$ cat config.mk
export PLATFORM = sky130hd
export DESIGN_NAME = led_io_bridge
export DESIGN_NICKNAME = d
export VERILOG_FILES = /design/src/rtl/led_io_bridge.sv
export SDC_FILE = /design/constraint.sdc
export NUM_CORES = 1
export LEC_CHECK = 0
export CAP_MARGIN = 20
export CORE_MARGIN = 5
export CORE_UTILIZATION = 48
export DETAILED_ROUTE_END_ITERATION = 8
export PLACE_DENSITY = 0.77
export SETUP_SLACK_MARGIN = 0.15
export SYNTH_ARGS = -nofsm -noshare
export SYNTH_HDL_FRONTEND = slang
export SYNTH_SLANG_ARGS = --single-unit
$ cat constraint.sdc
create_clock -name clk -period 2.85 [get_ports clk]
set_input_delay 0.57 -clock clk [delete_from_list [all_inputs] [get_ports clk]]
set_output_delay 0.57 -clock clk [all_outputs]
set_load 0.03 [all_outputs]
$ cat src/rtl/led_io_bridge.sv
// led_io_bridge: write bridge from the CPU store path (MemOrIO) to the
// 24-bit LED output register.
//
// Stores that fall in the LED window are decoded into 16-bit strobe entries.
// The entries are queued in a small FIFO and issued one per cycle as
// registered strobes: LEDCtrllow loads ledwdata into LED[15:0], and
// LEDCtrlhigh loads ledwdata[7:0] into LED[23:16]. Partial stores are merged
// against a shadow copy of the LED value, so LED bits that were not written
// keep their old value.
//
// Ports:
//   clk, rst      clock; asynchronous active-high reset
//   io_wr         store request, valid this cycle
//   io_addr       store byte address
//   io_size       00 byte, 01 half, 10 word, 11 illegal
//   io_wdata      store data, right-aligned
//   io_ready      a store can be accepted this cycle (room for two entries)
//   io_err        one-cycle pulse after an LED-window store is rejected
//   LEDCtrllow    strobe: load ledwdata into LED[15:0]
//   LEDCtrlhigh   strobe: load ledwdata[7:0] into LED[23:16]
//   ledwdata      data for the LED register
//   led_shadow    shadow of the LED value, one cycle ahead of the LED register
//   pending       FIFO occupancy
module led_io_bridge #(
  parameter logic [31:0] LED_BASE   = 32'hFFFF_FC60,
  parameter int unsigned FIFO_DEPTH = 4
) (
  input  logic        clk,
  input  logic        rst,
  input  logic        io_wr,
  input  logic [31:0] io_addr,
  input  logic [1:0]  io_size,
  input  logic [31:0] io_wdata,
  output logic        io_ready,
  output logic        io_err,
  output logic        LEDCtrllow,
  output logic        LEDCtrlhigh,
  output logic [15:0] ledwdata,
  output logic [23:0] led_shadow,
  output logic [2:0]  pending
);

  localparam int unsigned AW = $clog2(FIFO_DEPTH);
  localparam logic [2:0] READY_MAX = 3'(FIFO_DEPTH - 2);

  typedef enum logic {SEL_LOW = 1'b0, SEL_HIGH = 1'b1} sel_t;

  typedef struct packed {
    sel_t        sel;
    logic [1:0]  mask;
    logic [15:0] data;
  } entry_t;

  entry_t        mem [FIFO_DEPTH];
  logic [AW-1:0] wr_ptr, rd_ptr, wr_ptr_p1;
  logic [2:0]    count;

  logic          hit, accept, bad, pop;
  logic [1:0]    n_push, push_cnt;
  entry_t        e0, e1, head;
  logic [15:0]   cur, merged;

  // Bits 31:24 of a word store have no LED bits to land in.
  logic          unused_wdata;
  assign unused_wdata = ^io_wdata[31:24];

  assign hit      = (io_addr[31:2] == LED_BASE[31:2]);
  assign io_ready = (count <= READY_MAX);
  assign accept   = io_wr && hit && io_ready;
  assign pending  = count;

  // Store decode into zero, one or two FIFO entries.
  always_comb begin
    n_push  = 2'd0;
    bad     = 1'b0;
    e0      = '0;
    e1      = '0;
    unique case (io_size)
      2'b10: begin
        if (io_addr[1:0] == 2'd0) begin
          n_push  = 2'd2;
          e0.sel  = SEL_LOW;
          e0.mask = 2'b11;
          e0.data = io_wdata[15:0];
          e1.sel  = SEL_HIGH;
          e1.mask = 2'b01;
          e1.data = {8'h00, io_wdata[23:16]};
        end else begin
          bad = 1'b1;
        end
      end
      2'b01: begin
        unique case (io_addr[1:0])
          2'd0: begin
            n_push = 2'd1; e0.sel = SEL_LOW;  e0.mask = 2'b11; e0.data = io_wdata[15:0];
          end
          2'd2: begin
            n_push = 2'd1; e0.sel = SEL_HIGH; e0.mask = 2'b01; e0.data = {8'h00, io_wdata[7:0]};
          end
          default: bad = 1'b1;
        endcase
      end
      2'b00: begin
        unique case (io_addr[1:0])
          2'd0: begin
            n_push = 2'd1; e0.sel = SEL_LOW;  e0.mask = 2'b01; e0.data = {8'h00, io_wdata[7:0]};
          end
          2'd1: begin
            n_push = 2'd1; e0.sel = SEL_LOW;  e0.mask = 2'b10; e0.data = {io_wdata[7:0], 8'h00};
          end
          2'd2: begin
            n_push = 2'd1; e0.sel = SEL_HIGH; e0.mask = 2'b01; e0.data = {8'h00, io_wdata[7:0]};
          end
          default: bad = 1'b1;
        endcase
      end
      default: bad = 1'b1;
    endcase
  end

  assign push_cnt  = accept ? n_push : 2'd0;
  assign pop       = (count != 3'd0);
  assign wr_ptr_p1 = wr_ptr + AW'(1);
  assign head      = mem[rd_ptr];

  // Merging at issue time means the shadow already reflects every earlier
  // store, including those that were still queued when this one was accepted.
  always_comb begin
    cur    = (head.sel == SEL_LOW) ? led_shadow[15:0] : {8'h00, led_shadow[23:16]};
    merged = cur;
    if (head.mask[0]) merged[7:0]  = head.data[7:0];
    if (head.mask[1]) merged[15:8] = head.data[15:8];
  end

  always_ff @(posedge clk) begin
    if (push_cnt != 2'd0) mem[wr_ptr]    <= e0;
    if (push_cnt == 2'd2) mem[wr_ptr_p1] <= e1;
  end

  always_ff @(posedge clk or posedge rst) begin
    if (rst) begin
      wr_ptr      <= '0;
      rd_ptr      <= '0;
      count       <= '0;
      io_err      <= 1'b0;
      LEDCtrllow  <= 1'b0;
      LEDCtrlhigh <= 1'b0;
      ledwdata    <= '0;
      led_shadow  <= '0;
    end else begin
      wr_ptr      <= wr_ptr + AW'(push_cnt);
      count       <= count + {1'b0, push_cnt} - {2'b00, pop};
      io_err      <= io_wr && hit && io_ready && bad;
      LEDCtrllow  <= pop && (head.sel == SEL_LOW);
      LEDCtrlhigh <= pop && (head.sel == SEL_HIGH);
      if (pop) begin
        rd_ptr   <= rd_ptr + AW'(1);
        ledwdata <= merged;
        if (head.sel == SEL_LOW) led_shadow[15:0]  <= merged;
        else                     led_shadow[23:16] <= merged[7:0];
      end
    end
  end

endmodule

==> impl_metrics.toml, run 1 <==
[grt]
grt_max_degree = 30
grt_pass1_wl_um = 26600
grt_pass1_vias = 5119
antenna_found_initial = 0
grt.overflow.total = 0
track_usage = 0.213

[placed_design]
place_congestion = 0.877
dp_slack_ns = -0.346
placed_cell_area_um2 = 7830
portBuffers = 107
hpwlAfterDp_um = 11600

[detailed_routing]
vias = 4887
wl_per_cell_um = 19.2
drt_iter0_drc = 284
drtAntennaViolNets = 0
drt-pass1-iter-count = 5
totalWireLength_um = 16400
vias_per_cell = 5.73
drc = 0

[clock_tree]
cts-root-buf = "clkbuf_16"
cts_tree = "yes"
cts.clk_slew.worst_paths_ns = 0.06
clock-sinks = 126
cts_htree_levels = 4
hold_buffers = 0
cts_buffers = 17
cts_max_path_buffers = 2
worstSkewPairLatency_ns = 0.41

[sta]
final-max-slew-violation-count = 0
worst_slew_pin_slew_ns = 0.738
relSlewSlack = 0.508
post-route-min-period_ns = 2.63
worst_slack_ns = 0.218
finalSetupViolCount = 0
rsz0062_at_grt = "false"
finalCritPeriodShare = 0.923
fin_skew_ns = 0.00758
final_hold_viol_count = 0
holdWs_ns = 0.492
max_freq_mhz = 380

[synthesis]
yosysTopAreaCellShare = 0.196
yosys_register_bits = 126
synth.avg_cell_area_um2 = 12.0
synth_mux_area_frac = 0.189
synth_area_um2 = 6370
synth_top_family_by_area = "multiplexers"
synth_top_cells_by_count = "nor2_1, dfrtp_1, mux2i_1"
yosysMostFrequentCell = "nor2_1"
synth_top_area_cell = "dfrtp_1"
syn_inst = 532
synthFlopType = "dfrtp_1"
synthArstFlopShare = 0.397
synth_fa_ha_area_frac = 0.0110
yosys.area_share.simple = 0.154
synth.net_count = 606
yosysWarnings = 0
synth_compound_gate_area_share = 0.102
synth.distinct_cells = 51
synth_xor_area_frac = 0.00962
ys_seq_area_frac = 0.498
synth-edff-count = 40
synth_top_cells_by_area = "dfrtp_1, edfxtp_1, dfxtp_1"

[setup_path]
critical_path_arrival_ns = 2.92
required_ns = 3.14
worstSetupPathType = "input port to flop"
cp-end-kind = "flop"
critPathLaunchType = "input port"
r2r_slack_ns = 0.26
cp_max_fo = 2

[power]
powerDensity_nw_per_um2 = 522
peakVddDrop_v = 0.000432
p_leak_uw = 0.00363
power_uw = 4400

[die]
top_level_ports = 116
coreArea_um2 = 13100
die_w_um = 125
die_h_um = 125
start_util = 0.485
std_cell_rows = 42
die_area_um2 = 15700

[layout]
num_antenna_cells = 0
n_fill_cell = 1018
area_growth_pct = 32.2
final_area_um2 = 8430
finalNetCount = 738
drive_above_1_share = 0.210

[flow_run]
maxCapViolCount = 0

[min_path]
min_path_type = "flop to flop"

[run_status]
status = "finished clean"
-- power by group --
group	switching [uW]	internal (uW)
clock	749	1280
sequential	37.4	1890
combinational	214	230
-- worst max-delay path, cell delays in order --
cell and delay, ns:
clkdlybuf4s50_1 0.39, nand4bb_1 0.21, nor2_1 0.20, nand3_2 0.10, a211o_1 0.28, ha_1 0.28, inv_1 0.06, ha_2 0.16
inv_2 0.03, fa_2 0.34, xor2_2 0.16, xnor2_1 0.13
-- through the flow --
step / instances / TNS (ns) / utilization
floorplan: 532 / 0 / -
global placement: 815 / -0.461 / 0.596
detailed placement: 815 / -1.11 / 0.596
CTS: 851 / 0 / 0.640
global route: 853 / 0 / 0.641
finish: 853 / 0 / 0.641
-- metal layers --
metal,part of all wire,GRT usage
met3,0.081,0.0516
met4,0.013,0.0663
met5,0,0
met2,0.50,0.363
met1,0.40,0.268
-- area by class of cell --
type / instances / area (um2) / share of cell area
clock inverters: 6 / 30.0 / 0.00356
inverters: 11 / 41.3 / 0.00490
multi-input cells: 359 / 2980 / 0.354
flip-flops and latches: 126 / 3170 / 0.377
well taps: 176 / 220 / 0.0261
repair buffers: 149 / 1450 / 0.172
clock buffers: 26 / 532 / 0.0631
-- cell usage in the layout (no fill, tap or decap), types with 4 or more instances in the layout --
cell             synthesis  final
clkdlybuf4s50_1          0     84
nor2_1                  81     81
dfrtp_1                 50     50
mux2i_1                 44     44
edfxtp_1                40     40
dfxtp_1                 36     36
buf_4                    0     35
a21oi_1                 29     29
nand2_1                 29     29
nand3b_1                26     26
o22ai_1                 24     24
dlygate4sd2_1            0     21
clkbuf_16                0     19
mux4_2                  18     18
mux2_4                  16     16
a21o_1                   9      9
a22o_1                   8      8
mux2_2                   8      8
inv_1                   10      8
o21ai_0                  8      8
o32ai_2                  8      8
buf_12                   0      7
nand4_1                  6      6
clkinv_2                 0      6
xnor2_1                  4      4
nor2b_1                  4      4
clkbuf_1                17      4
-- registers in the layout (all words and copies together) (netlist names) --
| signal | flops |
|---|---|
| led_shadow | 24 |
| pending | 3 |
| mem | 76 |
| LEDCtrlhigh | 1 |
| io_err | 1 |
| rd_ptr | 2 |
| ledwdata | 16 |
| LEDCtrllow | 1 |
| wr_ptr | 2 |
-- repair_timing --
| action | 4_1_cts | 5_1_grt |
|---|---|---|
| buffers inserted | 4 | 2 |
| setup endpoints to repair | 1 | 2 |
| hold endpoints to repair | 0 | 0 |
| pin swaps | 12 | 7 |
| cloned | 0 | 0 |
| gates resized for setup | 27 | 1 |
-- worst paths after layout --
path | startpoint | to | cells after the start
max | io_addr[2] | pending[2]$_DFF_PP0_ | 12
min | mem[1][12]$_SDFFE_PP0P_ | mem[1][12]$_SDFFE_PP0P_ | 2
max reg2reg | pending[0]$_DFF_PP0_ | pending[2]$_DFF_PP0_ | 10
min reg2reg | mem[1][12]$_SDFFE_PP0P_ | mem[1][12]$_SDFFE_PP0P_ | 2
max in group asynchronous | rst | led_shadow[18]$_DFFE_PP0P_ | 3
min in group asynchronous | rst | ledwdata[15]$_DFFE_PP0N_ | 2
-- cells by family (layout without fill, tap and decap cells) --
group / count (synthesis) / in the layout
AO/OA/AOI/OAI: 89 / 89
XOR/XNOR: 7 / 7
adder cells (fa/ha/maj): 5 / 5
buffers and inverters: 47 / 192
flip-flops: 126 / 126
multiplexers: 87 / 87
AND/OR/NAND/NOR: 171 / 171
(Power assumes the default switching activity.)
==> run 2, diff against run 1 <==
Settings changed: ABC_CLOCK_PERIOD_IN_PS from default to 2850.
==> results of run 2 <==
The final DEF is identical to that of run 1; final timing and power are the same.
==> run 3, diff against run 2 <==
Settings changed: CORE_ASPECT_RATIO from default to 2.
==> impl_metrics.toml, run 3 (synthesis gave the netlist of run 1 again) <==
[placed_design]
portBuffers = 107
place_congestion = 0.848
hpwlAfterDp_um = 12500

[die]
coreArea_um2 = 13000
std_cell_rows = 59
die_area_um2 = 15800
start_util = 0.490
die_w_um = 91.5
die_h_um = 173
top_level_ports = 116

[setup_path]
r2r_slack_ns = 0.20
cp-end-kind = "flop"
rr_endpoint = "mem[3][2]$_DFFE_PP_"
required_ns = 2.97
critical_path_arrival_ns = 2.79
worstSetupPathType = "input port to flop"
setup.worst_path.start = "io_addr[2]"
path_delay_family = "buffers and inverters"
cp_max_fo = 5
slowest_stage = "clkdlybuf4s50_1"
r2r_cells = 12
slowest_delay_ns = 0.40
timing.critical_path.mode_cell = "buf_4"
crit_path_cell_trace = "clkdlybuf4s50_1 > nand4bb_4 > nor2_4 > nand3_2 > buf_6 > buf_4 > buf_4 > buf_4 > buf_4 > buf_4 > buf_6 > nand3b_1 > nand2_2 > clkbuf_16"
critPathLaunchType = "input port"
cp_num_buf_inv = 9
rr_startpoint = "pending[1]$_DFF_PP0_"

[grt]
grt_pass1_vias = 5212
grt.overflow.total = 0
grtUsageMet1 = 0.217
grt_max_degree = 51
grt_pass1_wl_um = 27000
track_usage = 0.215
use_met2 = 0.403
grtUsageMet3 = 0.0391
busiest_layer = "met2"
antenna_found_initial = 0

[power]
combPwrFrac = 0.098
peakVddDrop_v = 0.000615
p_leak_uw = 0.00373
swShare = 0.237
powerDensity_nw_per_um2 = 534
pwr-share-clk = 0.481
pwr-share-seq = 0.421
switchingPower_uw = 1080
internal_power_uw = 3500

[layout]
largest_reg_flops = 76
multiInputGateArea_um2 = 3040
largestRegisters = "mem x76, led_shadow x24, ledwdata x16"
top_register = "mem"
n_fill_cell = 937
num_antenna_cells = 0
final_cell_mix = "nor2_1, clkdlybuf4s50_1, dfrtp_1"
seq_area_um2 = 3180
final_util = 0.660
area_growth_pct = 34.6
layout_commonest_cell = "nor2_1"
finalNetCount = 743
drive_above_1_share = 0.238

[min_path]
hold_start = "mem[2][10]$_SDFFE_PP0P_"
whs_endpoint = "mem[2][10]$_SDFFE_PP0P_"
min_path_type = "flop to flop"
hold_depth = 2

[sta]
fin_skew_ns = 0.00887
max_freq_mhz = 375
relSlewSlack = 0.560
holdWs_ns = 0.494
finalSetupViolCount = 0
final-max-slew-violation-count = 0
final_hold_viol_count = 0
rsz0062_at_grt = "false"
post-route-min-period_ns = 2.66
finalCritPeriodShare = 0.935
worst_slew_pin_slew_ns = 0.661
setup-tns-final_ns = 0

[clock_tree]
cts_max_path_buffers = 2
hold_buffers = 0
cts.clk_slew.worst_paths_ns = 0.06
clock-sinks = 126
cts-root-buf = "clkbuf_16"
cts_buffers = 17
cts_htree_levels = 4
worstSkewPairLatency_ns = 0.41
cts_tree = "yes"

[detailed_routing]
vias_per_cell = 5.71
vias = 4759
wl_per_cell_um = 20.2
drt-pass1-iter-count = 4
drt_iter0_drc = 344
drc = 0
drtAntennaViolNets = 0
totalWireLength_um = 16900

[run_status]
status = "finished clean"

[flow_run]
maxCapViolCount = 0
==> run 3: worst max-delay path by stage <==
stage / to / slack, ns / cells past startpoint
floorplan: pending[2]$_DFF_PP0_ / 0.07 / 11
global placement: pending[2]$_DFF_PP0_ / -0.26 / 12
detailed placement: pending[2]$_DFF_PP0_ / -0.33 / 12
CTS: pending[2]$_DFF_PP0_ / 0.15 / 12
global route: mem[3][6]$_DFFE_PP_ / 0.12 / 14
finish: mem[3][2]$_DFFE_PP_ / 0.19 / 14
==> run 3: power by group through the flow <==
stage                     logic, uW  clock network, uW  registers [uW]
after global placement          445                  0            1960
final                           447               2200            1930
after CTS                       446               2240            1930
after global routing            474               2310            1930
after detailed placement        454                  0            1970
after floorplan                 157                  0            2040
==> run 3: tightest hold or removal path, stage by stage, from the launching register on <==
cell and delay, ns:
dfxtp_1 0.32, mux2i_1 0.07, nor2_1 0.07
==> run 3: stage by stage <==
step	setup slack, ns	instances	instance area (um2)	total power (uW)
2_1_floorplan	0.0724	532	6370	2190
3_3_place_gp	-0.258	793	7800	2400
3_5_place_dp	-0.330	793	7800	2420
4_1_cts	0.152	831	8450	4610
5_1_grt	0.118	834	8580	4720
6_report	0.186	834	8580	4580
==> run 3: final cells by class <==
class,count,share of cell area
Clock buffer,20,0.0584
Clock inverter,12,0.0134
Inverter,11,0.00481
Multi-Input combinational cell,359,0.355
Sequential cell,126,0.370
Tap cell,152,0.0222
Timing Repair Buffer,154,0.176
==> run 3: routing by layer <==
metal | wire, um | part of all wire | vias to the layer above
met4 | 658 | 0.039 | 0
met3 | 596 | 0.035 | 43
met5 | 0 | 0 | -
met2 | 9850 | 0.58 | 137
li1 | - | - | 2223
met1 | 5750 | 0.34 | 2356
==> run 3: repair_timing <==
| action | 4_1_cts | 5_1_grt |
|---|---|---|
| buffers inserted | 6 | 2 |
| gates resized for setup | 28 | 19 |
| setup endpoints to repair | 1 | 37 |
| cloned | 0 | 1 |
| pin swaps | 12 | 9 |
